===== src/rtl/reg_rename_pkg.sv =====
// Shared types and sizes for the register-rename stage.
package reg_rename_pkg;
    localparam int ARCH_REGS = 32;
    localparam int PHYS_REGS = 64;
    localparam int ARCH_W    = $clog2(ARCH_REGS);
    localparam int PHYS_W    = $clog2(PHYS_REGS);

    typedef logic [ARCH_W-1:0] arch_reg_t;
    typedef logic [PHYS_W-1:0] phys_reg_t;
    typedef logic [PHYS_W:0]   count_t;
endpackage


===== src/rtl/reg_free_list.sv =====
// Circular FIFO of free physical registers; reset preloads ARCH_REGS..PHYS_REGS-1.
module reg_free_list
    import reg_rename_pkg::*;
(
    input  logic      clk,
    input  logic      rst,
    input  logic      push,
    input  phys_reg_t push_phys,
    input  logic      pop,
    output phys_reg_t pop_phys,
    output count_t    count
);
    phys_reg_t mem_q [PHYS_REGS];
    phys_reg_t mem_d [PHYS_REGS];
    phys_reg_t head_q, head_d;
    phys_reg_t tail_q, tail_d;
    count_t    count_q, count_d;
    logic      do_push, do_pop;

    always_comb begin
        do_pop  = pop && (count_q != '0);
        do_push = push && (count_q != count_t'(PHYS_REGS - 1));
        mem_d   = mem_q;
        head_d  = head_q;
        tail_d  = tail_q;
        count_d = count_q;
        // Pop reads only registered state, so a same-cycle push is never handed out.
        if (do_push) begin
            mem_d[tail_q] = push_phys;
            tail_d        = tail_q + 1'b1;
        end
        if (do_pop) begin
            head_d = head_q + 1'b1;
        end
        case ({do_push, do_pop})
            2'b10:   count_d = count_q + 1'b1;
            2'b01:   count_d = count_q - 1'b1;
            default: count_d = count_q;
        endcase
    end

    always_ff @(posedge clk or posedge rst) begin
        if (rst) begin
            for (int i = 0; i < PHYS_REGS; i++) begin
                mem_q[i] <= (i < ARCH_REGS) ? phys_reg_t'(i + ARCH_REGS) : '0;
            end
            head_q  <= '0;
            tail_q  <= phys_reg_t'(ARCH_REGS);
            count_q <= count_t'(PHYS_REGS - ARCH_REGS);
        end else begin
            mem_q   <= mem_d;
            head_q  <= head_d;
            tail_q  <= tail_d;
            count_q <= count_d;
        end
    end

    assign pop_phys = mem_q[head_q];
    assign count    = count_q;

    overflow_push_a: assert property (@(posedge clk) disable iff (rst)
        !(push && (count_q == count_t'(PHYS_REGS - 1))))
        else $error("free list full, push of phys %0d dropped", push_phys);
endmodule


===== src/rtl/reg_rename.sv =====
// Register rename: map table, busy bits and free-list allocation/retire.
// Optional macro RENAME_WB_BYPASS_EN exposes a same-cycle writeback clear on o_busy_bits.
module reg_rename
    import reg_rename_pkg::*;
(
    input  logic                 clk,
    input  logic                 rst,
    input  logic                 i_valid,
    input  logic                 i_uses_rs,
    input  logic                 i_uses_rt,
    input  logic                 i_uses_rw,
    input  arch_reg_t            i_rs_addr,
    input  arch_reg_t            i_rt_addr,
    input  arch_reg_t            i_rw_addr,
    input  logic                 i_stall,
    output logic                 o_ready,
    output logic                 o_valid,
    output logic                 o_uses_rs,
    output logic                 o_uses_rt,
    output logic                 o_uses_rw,
    output phys_reg_t            o_rs_phys,
    output phys_reg_t            o_rt_phys,
    output phys_reg_t            o_rw_phys,
    output phys_reg_t            o_old_rw_phys,
    output logic [PHYS_REGS-1:0] o_busy_bits,
    input  logic                 i_wb_valid,
    input  phys_reg_t            i_wb_phys,
    input  logic                 i_retire_valid,
    input  phys_reg_t            i_retire_old_phys,
    output count_t               o_free_count
);
    phys_reg_t            map_q [ARCH_REGS];
    phys_reg_t            map_d [ARCH_REGS];
    logic [PHYS_REGS-1:0] busy_q, busy_d, wb_clear;

    logic      valid_q, valid_d;
    logic      uses_rs_q, uses_rs_d, uses_rt_q, uses_rt_d, uses_rw_q, uses_rw_d;
    phys_reg_t rs_phys_q, rs_phys_d, rt_phys_q, rt_phys_d;
    phys_reg_t rw_phys_q, rw_phys_d, old_rw_phys_q, old_rw_phys_d;

    logic      eff_rw, accept, alloc, fl_push;
    phys_reg_t new_phys;
    count_t    free_count;

    reg_free_list u_free_list (
        .clk       (clk),
        .rst       (rst),
        .push      (fl_push),
        .push_phys (i_retire_old_phys),
        .pop       (alloc),
        .pop_phys  (new_phys),
        .count     (free_count)
    );

    // Arch reg 0 is hardwired, so a write to it allocates nothing.
    assign eff_rw  = i_uses_rw && (i_rw_addr != '0);
    assign o_ready = !i_stall && ((free_count != '0) || !eff_rw);
    assign accept  = i_valid && o_ready;
    assign alloc   = accept && eff_rw;
    assign fl_push = i_retire_valid && (i_retire_old_phys != '0);

    always_comb begin
        wb_clear = '0;
        if (i_wb_valid && (i_wb_phys != '0)) begin
            wb_clear[i_wb_phys] = 1'b1;
        end
    end

    // Clear first, then set, so an allocation wins over a same-cycle writeback.
    always_comb begin
        map_d  = map_q;
        busy_d = busy_q & ~wb_clear;
        if (alloc) begin
            map_d[i_rw_addr] = new_phys;
            busy_d[new_phys] = 1'b1;
        end
    end

    always_comb begin
        valid_d       = valid_q;
        uses_rs_d     = uses_rs_q;
        uses_rt_d     = uses_rt_q;
        uses_rw_d     = uses_rw_q;
        rs_phys_d     = rs_phys_q;
        rt_phys_d     = rt_phys_q;
        rw_phys_d     = rw_phys_q;
        old_rw_phys_d = old_rw_phys_q;
        if (!i_stall) begin
            valid_d = accept;
            if (accept) begin
                uses_rs_d     = i_uses_rs;
                uses_rt_d     = i_uses_rt;
                uses_rw_d     = eff_rw;
                rs_phys_d     = map_q[i_rs_addr];
                rt_phys_d     = map_q[i_rt_addr];
                rw_phys_d     = eff_rw ? new_phys : '0;
                old_rw_phys_d = eff_rw ? map_q[i_rw_addr] : '0;
            end
        end
    end

    always_ff @(posedge clk or posedge rst) begin
        if (rst) begin
            for (int i = 0; i < ARCH_REGS; i++) begin
                map_q[i] <= phys_reg_t'(i);
            end
            busy_q        <= '0;
            valid_q       <= 1'b0;
            uses_rs_q     <= 1'b0;
            uses_rt_q     <= 1'b0;
            uses_rw_q     <= 1'b0;
            rs_phys_q     <= '0;
            rt_phys_q     <= '0;
            rw_phys_q     <= '0;
            old_rw_phys_q <= '0;
        end else begin
            map_q         <= map_d;
            busy_q        <= busy_d;
            valid_q       <= valid_d;
            uses_rs_q     <= uses_rs_d;
            uses_rt_q     <= uses_rt_d;
            uses_rw_q     <= uses_rw_d;
            rs_phys_q     <= rs_phys_d;
            rt_phys_q     <= rt_phys_d;
            rw_phys_q     <= rw_phys_d;
            old_rw_phys_q <= old_rw_phys_d;
        end
    end

    assign o_valid       = valid_q;
    assign o_uses_rs     = uses_rs_q;
    assign o_uses_rt     = uses_rt_q;
    assign o_uses_rw     = uses_rw_q;
    assign o_rs_phys     = rs_phys_q;
    assign o_rt_phys     = rt_phys_q;
    assign o_rw_phys     = rw_phys_q;
    assign o_old_rw_phys = old_rw_phys_q;
    assign o_free_count  = free_count;

`ifdef RENAME_WB_BYPASS_EN
    assign o_busy_bits = busy_q & ~wb_clear;
`else
    assign o_busy_bits = busy_q;
`endif
endmodule


===== config.mk =====
export PLATFORM = sky130hd
export DESIGN_NAME = reg_rename
export DESIGN_NICKNAME = d
export VERILOG_FILES = /design/src/rtl/reg_rename_pkg.sv /design/src/rtl/reg_free_list.sv /design/src/rtl/reg_rename.sv
export SDC_FILE = /design/constraint.sdc
export NUM_CORES = 2
export LEC_CHECK = 0
export BUFFER_PORTS_ARGS = -buffer_cell sky130_fd_sc_hd__buf_2
export CAP_MARGIN = 40
export CORE_ASPECT_RATIO = 0.5
export CORE_UTILIZATION = 35
export DETAILED_ROUTE_END_ITERATION = 10
export PLACE_DENSITY = 0.49
export SETUP_SLACK_MARGIN = 0.4
export SYNTH_ARGS = -nofsm -noshare
export SYNTH_HDL_FRONTEND = slang
export SYNTH_SLANG_ARGS = --single-unit

===== constraint.sdc =====
create_clock -name clk -period 40 [get_ports clk]
set_input_delay 8 -clock clk [delete_from_list [all_inputs] [get_ports clk]]
set_output_delay 8 -clock clk [all_outputs]
set_load 0.01 [all_outputs]

==> impl_metrics.xml <==
<?xml version="1.0" encoding="UTF-8"?>
<metrics>
  <group name="global_routing">
    <metric name="initial_antenna_violation_count" unit="">0</metric>
    <metric name="grt_first_pass_wirelength" unit="mm">152</metric>
    <metric name="gr-total-overflow" unit="">0</metric>
    <metric name="vias_in_the_first_global_route" unit="">22100</metric>
    <metric name="grt_util_all_layers" unit="">0.203</metric>
    <metric name="largest_net_degree_at_the_start_of_global_routing" unit="">157</metric>
  </group>
  <group name="cells_and_area">
    <metric name="multi_input_comb_area" unit="um2">16200</metric>
    <metric name="final-seq-area" unit="um2">17400</metric>
    <metric name="post_layout_nonfiller_instances" unit="">3786</metric>
    <metric name="nFillCells" unit="">9067</metric>
    <metric name="final_net_count" unit="">2458</metric>
    <metric name="most-common-layout-cells" unit="">575 x sky130_fd_sc_hd__mux2_2, 490 x sky130_fd_sc_hd__dfrtp_1, 234 x sky130_fd_sc_hd__mux4_2</metric>
    <metric name="mostFrequentLayoutCell" unit="">sky130_fd_sc_hd__mux2_2</metric>
    <metric name="post_route_cells_drive_above_1_share" unit="">0.544</metric>
    <metric name="area_growth_syn_to_layout" unit="%">13.0</metric>
  </group>
  <group name="setup_path">
    <metric name="crit_start" unit="">i_rw_addr[4]</metric>
    <metric name="worstSetupEndpointType" unit="">output pin</metric>
    <metric name="worst_ep_required_time" unit="ns">32.00</metric>
    <metric name="timing.critical_path.from_type" unit="">primary input</metric>
    <metric name="reg2regPathDepth" unit="">11</metric>
    <metric name="timing.critical_path.fanout_max" unit="">14</metric>
    <metric name="criticalPathCategory" unit="">in -&gt; out</metric>
    <metric name="critical_path.reg2reg.startpoint" unit="">u_free_list.head_q[0]</metric>
    <metric name="worst_ep_arrival_time" unit="ns">9.34</metric>
  </group>
  <group name="synthesis">
    <metric name="ys_ff_latch" unit="">687</metric>
    <metric name="synth.yosys.warnings" unit="">0</metric>
    <metric name="avgSynthCellArea" unit="um2">14.7</metric>
    <metric name="synth_cells" unit="">2342</metric>
    <metric name="synth_ff_type" unit="">sky130_fd_sc_hd__dfrtp_1</metric>
    <metric name="post_synth_num_cell_types" unit="">73</metric>
    <metric name="syn-cell-area" unit="um2">34500</metric>
    <metric name="synth_edf_count" unit="">0</metric>
    <metric name="async_reset_ff_frac" unit="">1.00</metric>
    <metric name="syn-num-nets" unit="">2383</metric>
    <metric name="synth-seq-area-share" unit="">0.505</metric>
  </group>
  <group name="sta">
    <metric name="final_hold_viol_count" unit="">0</metric>
    <metric name="rsz0062_at_grt" unit="">no</metric>
    <metric name="fmax" unit="MHz">57.7</metric>
    <metric name="postLayoutSetupSlackWorst" unit="ns">22.66</metric>
    <metric name="skew" unit="ns">0.0176</metric>
    <metric name="fin_setup_tns" unit="ns">0</metric>
    <metric name="slew_violations" unit="">0</metric>
    <metric name="timing.slew.headroom" unit="">0.288</metric>
    <metric name="post-route-min-period" unit="ns">17.34</metric>
    <metric name="fin_hold_ws" unit="ns">0.416</metric>
    <metric name="final-setup-viol-count" unit="">0</metric>
    <metric name="post-route-period-util" unit="">0.434</metric>
    <metric name="worst_slew_pin_slew" unit="ns">1.04</metric>
  </group>
  <group name="placed_design">
    <metric name="io_buffers" unit="">135</metric>
    <metric name="placed_cells_incl_taps" unit="">3655</metric>
    <metric name="gpl.final_weighted_congestion" unit="">0.820</metric>
    <metric name="detailed_placement_wirelength_estimate" unit="mm">63.7</metric>
    <metric name="dp_worst_setup_slack" unit="ns">22.64</metric>
  </group>
  <group name="run">
    <metric name="maxCapViolations" unit="">0</metric>
  </group>
  <group name="power">
    <metric name="power.density" unit="nW/um2">69.0</metric>
    <metric name="p_leak" unit="nW">17.0</metric>
    <metric name="vdd_ir_drop_max" unit="V">0.0000623</metric>
  </group>
  <group name="clock_network">
    <metric name="post_cts.repair.setup_buffers" unit="">0</metric>
    <metric name="cts_made_buffers" unit="">70</metric>
    <metric name="cts_sinks" unit="">687</metric>
    <metric name="clock_path_buffers" unit="">3</metric>
    <metric name="clk_pin_slew_worst_paths" unit="ns">0.06</metric>
    <metric name="cts.root.buffer_cell" unit="">sky130_fd_sc_hd__clkbuf_16</metric>
    <metric name="clock_latency" unit="ns">0.65</metric>
    <metric name="cts_hold_buffers" unit="">0</metric>
    <metric name="cts_tree" unit="">built</metric>
    <metric name="cts_resized" unit="">0</metric>
    <metric name="htree_levels" unit="">3</metric>
  </group>
  <group name="route">
    <metric name="wl_per_cell" unit="um">26.3</metric>
    <metric name="drt_iter0_drc" unit="">1431</metric>
    <metric name="ant_nets" unit="">0</metric>
    <metric name="drc" unit="">0</metric>
    <metric name="dr.pass1.iters" unit="">5</metric>
    <metric name="detail_route.vias_per_cell" unit="">5.61</metric>
    <metric name="detail_route.wirelength" unit="mm">99.6</metric>
    <metric name="route.vias.total" unit="">21200</metric>
  </group>
  <group name="die">
    <metric name="initial_utilization" unit="">0.358</metric>
    <metric name="placementRows" unit="">80</metric>
    <metric name="die_height" unit="um">224</metric>
    <metric name="chipWidth" unit="um">446</metric>
    <metric name="floorplan.die_area" unit="um2">99900</metric>
    <metric name="top_level_ports" unit="">136</metric>
    <metric name="placeable_core_region" unit="um2">96500</metric>
  </group>
  <group name="hold_path">
    <metric name="hold_path.startpoint" unit="">map_q[187]</metric>
    <metric name="timing.hold.worst_path_depth" unit="">0</metric>
    <metric name="holdCritPathClass" unit="">reg -&gt; reg</metric>
  </group>
  <group name="run_status">
    <metric name="status" unit="">complete, no violations</metric>
  </group>
</metrics>
## flip-flops by register name (all words and copies together) (netlist names)
signal              count
o_uses_rt               1
o_rt_phys               6
o_rw_phys               6
o_uses_rw               1
o_uses_rs               1
o_valid                 1
o_busy_bits            64
u_free_list.tail_q      6
u_free_list.mem_q     384
o_old_rw_phys           6
u_free_list.head_q      6
map_q                 192
o_rs_phys               6
u_free_list.count       7
## through the flow
step | power [mW] | utilization | cell area (um2)
floorplan | 1.70 | - | 34500
global placement | 2.02 | 0.377 | 36400
detailed placement | 2.04 | 0.380 | 36700
CTS | 2.72 | 0.404 | 39000
global route | 2.83 | 0.404 | 39000
finish | 2.69 | 0.404 | 39000
## logic make-up (layout without fill, tap and decap cells)
family	after synthesis	in the layout	share of synthesized area
AO/OA/AOI/OAI	276	276	0.0579
multiplexers	882	882	0.364
AND/OR/NAND/NOR	256	256	0.0376
other	0	1	0
XOR/XNOR	20	20	0.00508
adder cells (fa/ha/maj)	5	5	0.00181
buffers and inverters	216	347	0.0283
flip-flops	687	687	0.505
## path summary, 6_finish.rpt
kind | end | slack, ns
worst max-delay path | o_ready | 22.66
worst min-delay path | map_q[187] | 0.42
worst max register to register | o_busy_bits[59] | 34.75
worst min register to register | map_q[187] | 0.42
max in group asynchronous | u_free_list.mem_q[299] | 30.39
min in group asynchronous | u_free_list.count[6] | 7.30
## metal layers
metal  share of wire  track usage  up-vias
met5               0            0        -
met4           0.027       0.0621        0
met1            0.46        0.288    11500
met2            0.47        0.320      429
li1                -            -     9140
met3           0.039       0.0309      148
## layout make-up
class | count | area share
Antenna cell | 1 | 0.0000642
Clock buffer | 113 | 0.0554
Clock inverter | 15 | 0.00321
Inverter | 12 | 0.00135
Multi-Input combinational cell | 1439 | 0.415
Sequential cell | 687 | 0.448
Tap cell | 1312 | 0.0421
Timing Repair Buffer | 207 | 0.0359
## critical path, cell delays in order
cell	delay, ns
sky130_fd_sc_hd__buf_2	0.18
sky130_fd_sc_hd__or3_1	0.56
sky130_fd_sc_hd__o31a_1	0.32
sky130_fd_sc_hd__a21oi_1	0.13
sky130_fd_sc_hd__buf_2	0.14
## power by group
part	internal (mW)	leakage, nW	switching, mW
logic	0.400	7.17	0.533
registers	0.941	8.70	0.149
clock network	0.377	1.12	0.290
total	1.72	17.0	0.973
## cell usage after synthesis (10+ instances only)
| master | n | area share |
|---|---|---|
| sky130_fd_sc_hd__a2111oi_0 | 16 | 0.0041 |
| sky130_fd_sc_hd__a21oi_1 | 16 | 0.0023 |
| sky130_fd_sc_hd__a22o_1 | 14 | 0.0036 |
| sky130_fd_sc_hd__a22oi_1 | 33 | 0.0072 |
| sky130_fd_sc_hd__buf_1 | 25 | 0.0027 |
| sky130_fd_sc_hd__buf_2 | 24 | 0.0035 |
| sky130_fd_sc_hd__buf_6 | 12 | 0.0039 |
| sky130_fd_sc_hd__clkbuf_1 | 137 | 0.015 |
| sky130_fd_sc_hd__dfrtp_1 | 493 | 0.36 |
| sky130_fd_sc_hd__dfstp_2 | 194 | 0.15 |
| sky130_fd_sc_hd__inv_1 | 12 | 0.0013 |
| sky130_fd_sc_hd__mux2_2 | 575 | 0.19 |
| sky130_fd_sc_hd__mux2i_1 | 67 | 0.019 |
| sky130_fd_sc_hd__mux4_2 | 234 | 0.15 |
| sky130_fd_sc_hd__nand2_1 | 125 | 0.014 |
| sky130_fd_sc_hd__nand2b_1 | 11 | 0.0020 |
| sky130_fd_sc_hd__nor2_1 | 24 | 0.0026 |
| sky130_fd_sc_hd__nor2b_1 | 19 | 0.0034 |
| sky130_fd_sc_hd__nor3b_1 | 11 | 0.0024 |
| sky130_fd_sc_hd__o21ai_0 | 76 | 0.011 |
| sky130_fd_sc_hd__o22ai_1 | 10 | 0.0018 |
| sky130_fd_sc_hd__o31ai_1 | 57 | 0.012 |
| sky130_fd_sc_hd__xnor2_1 | 10 | 0.0025 |
| sky130_fd_sc_hd__xor2_1 | 10 | 0.0025 |
No activity file was read; power rests on OpenSTA's default activity.
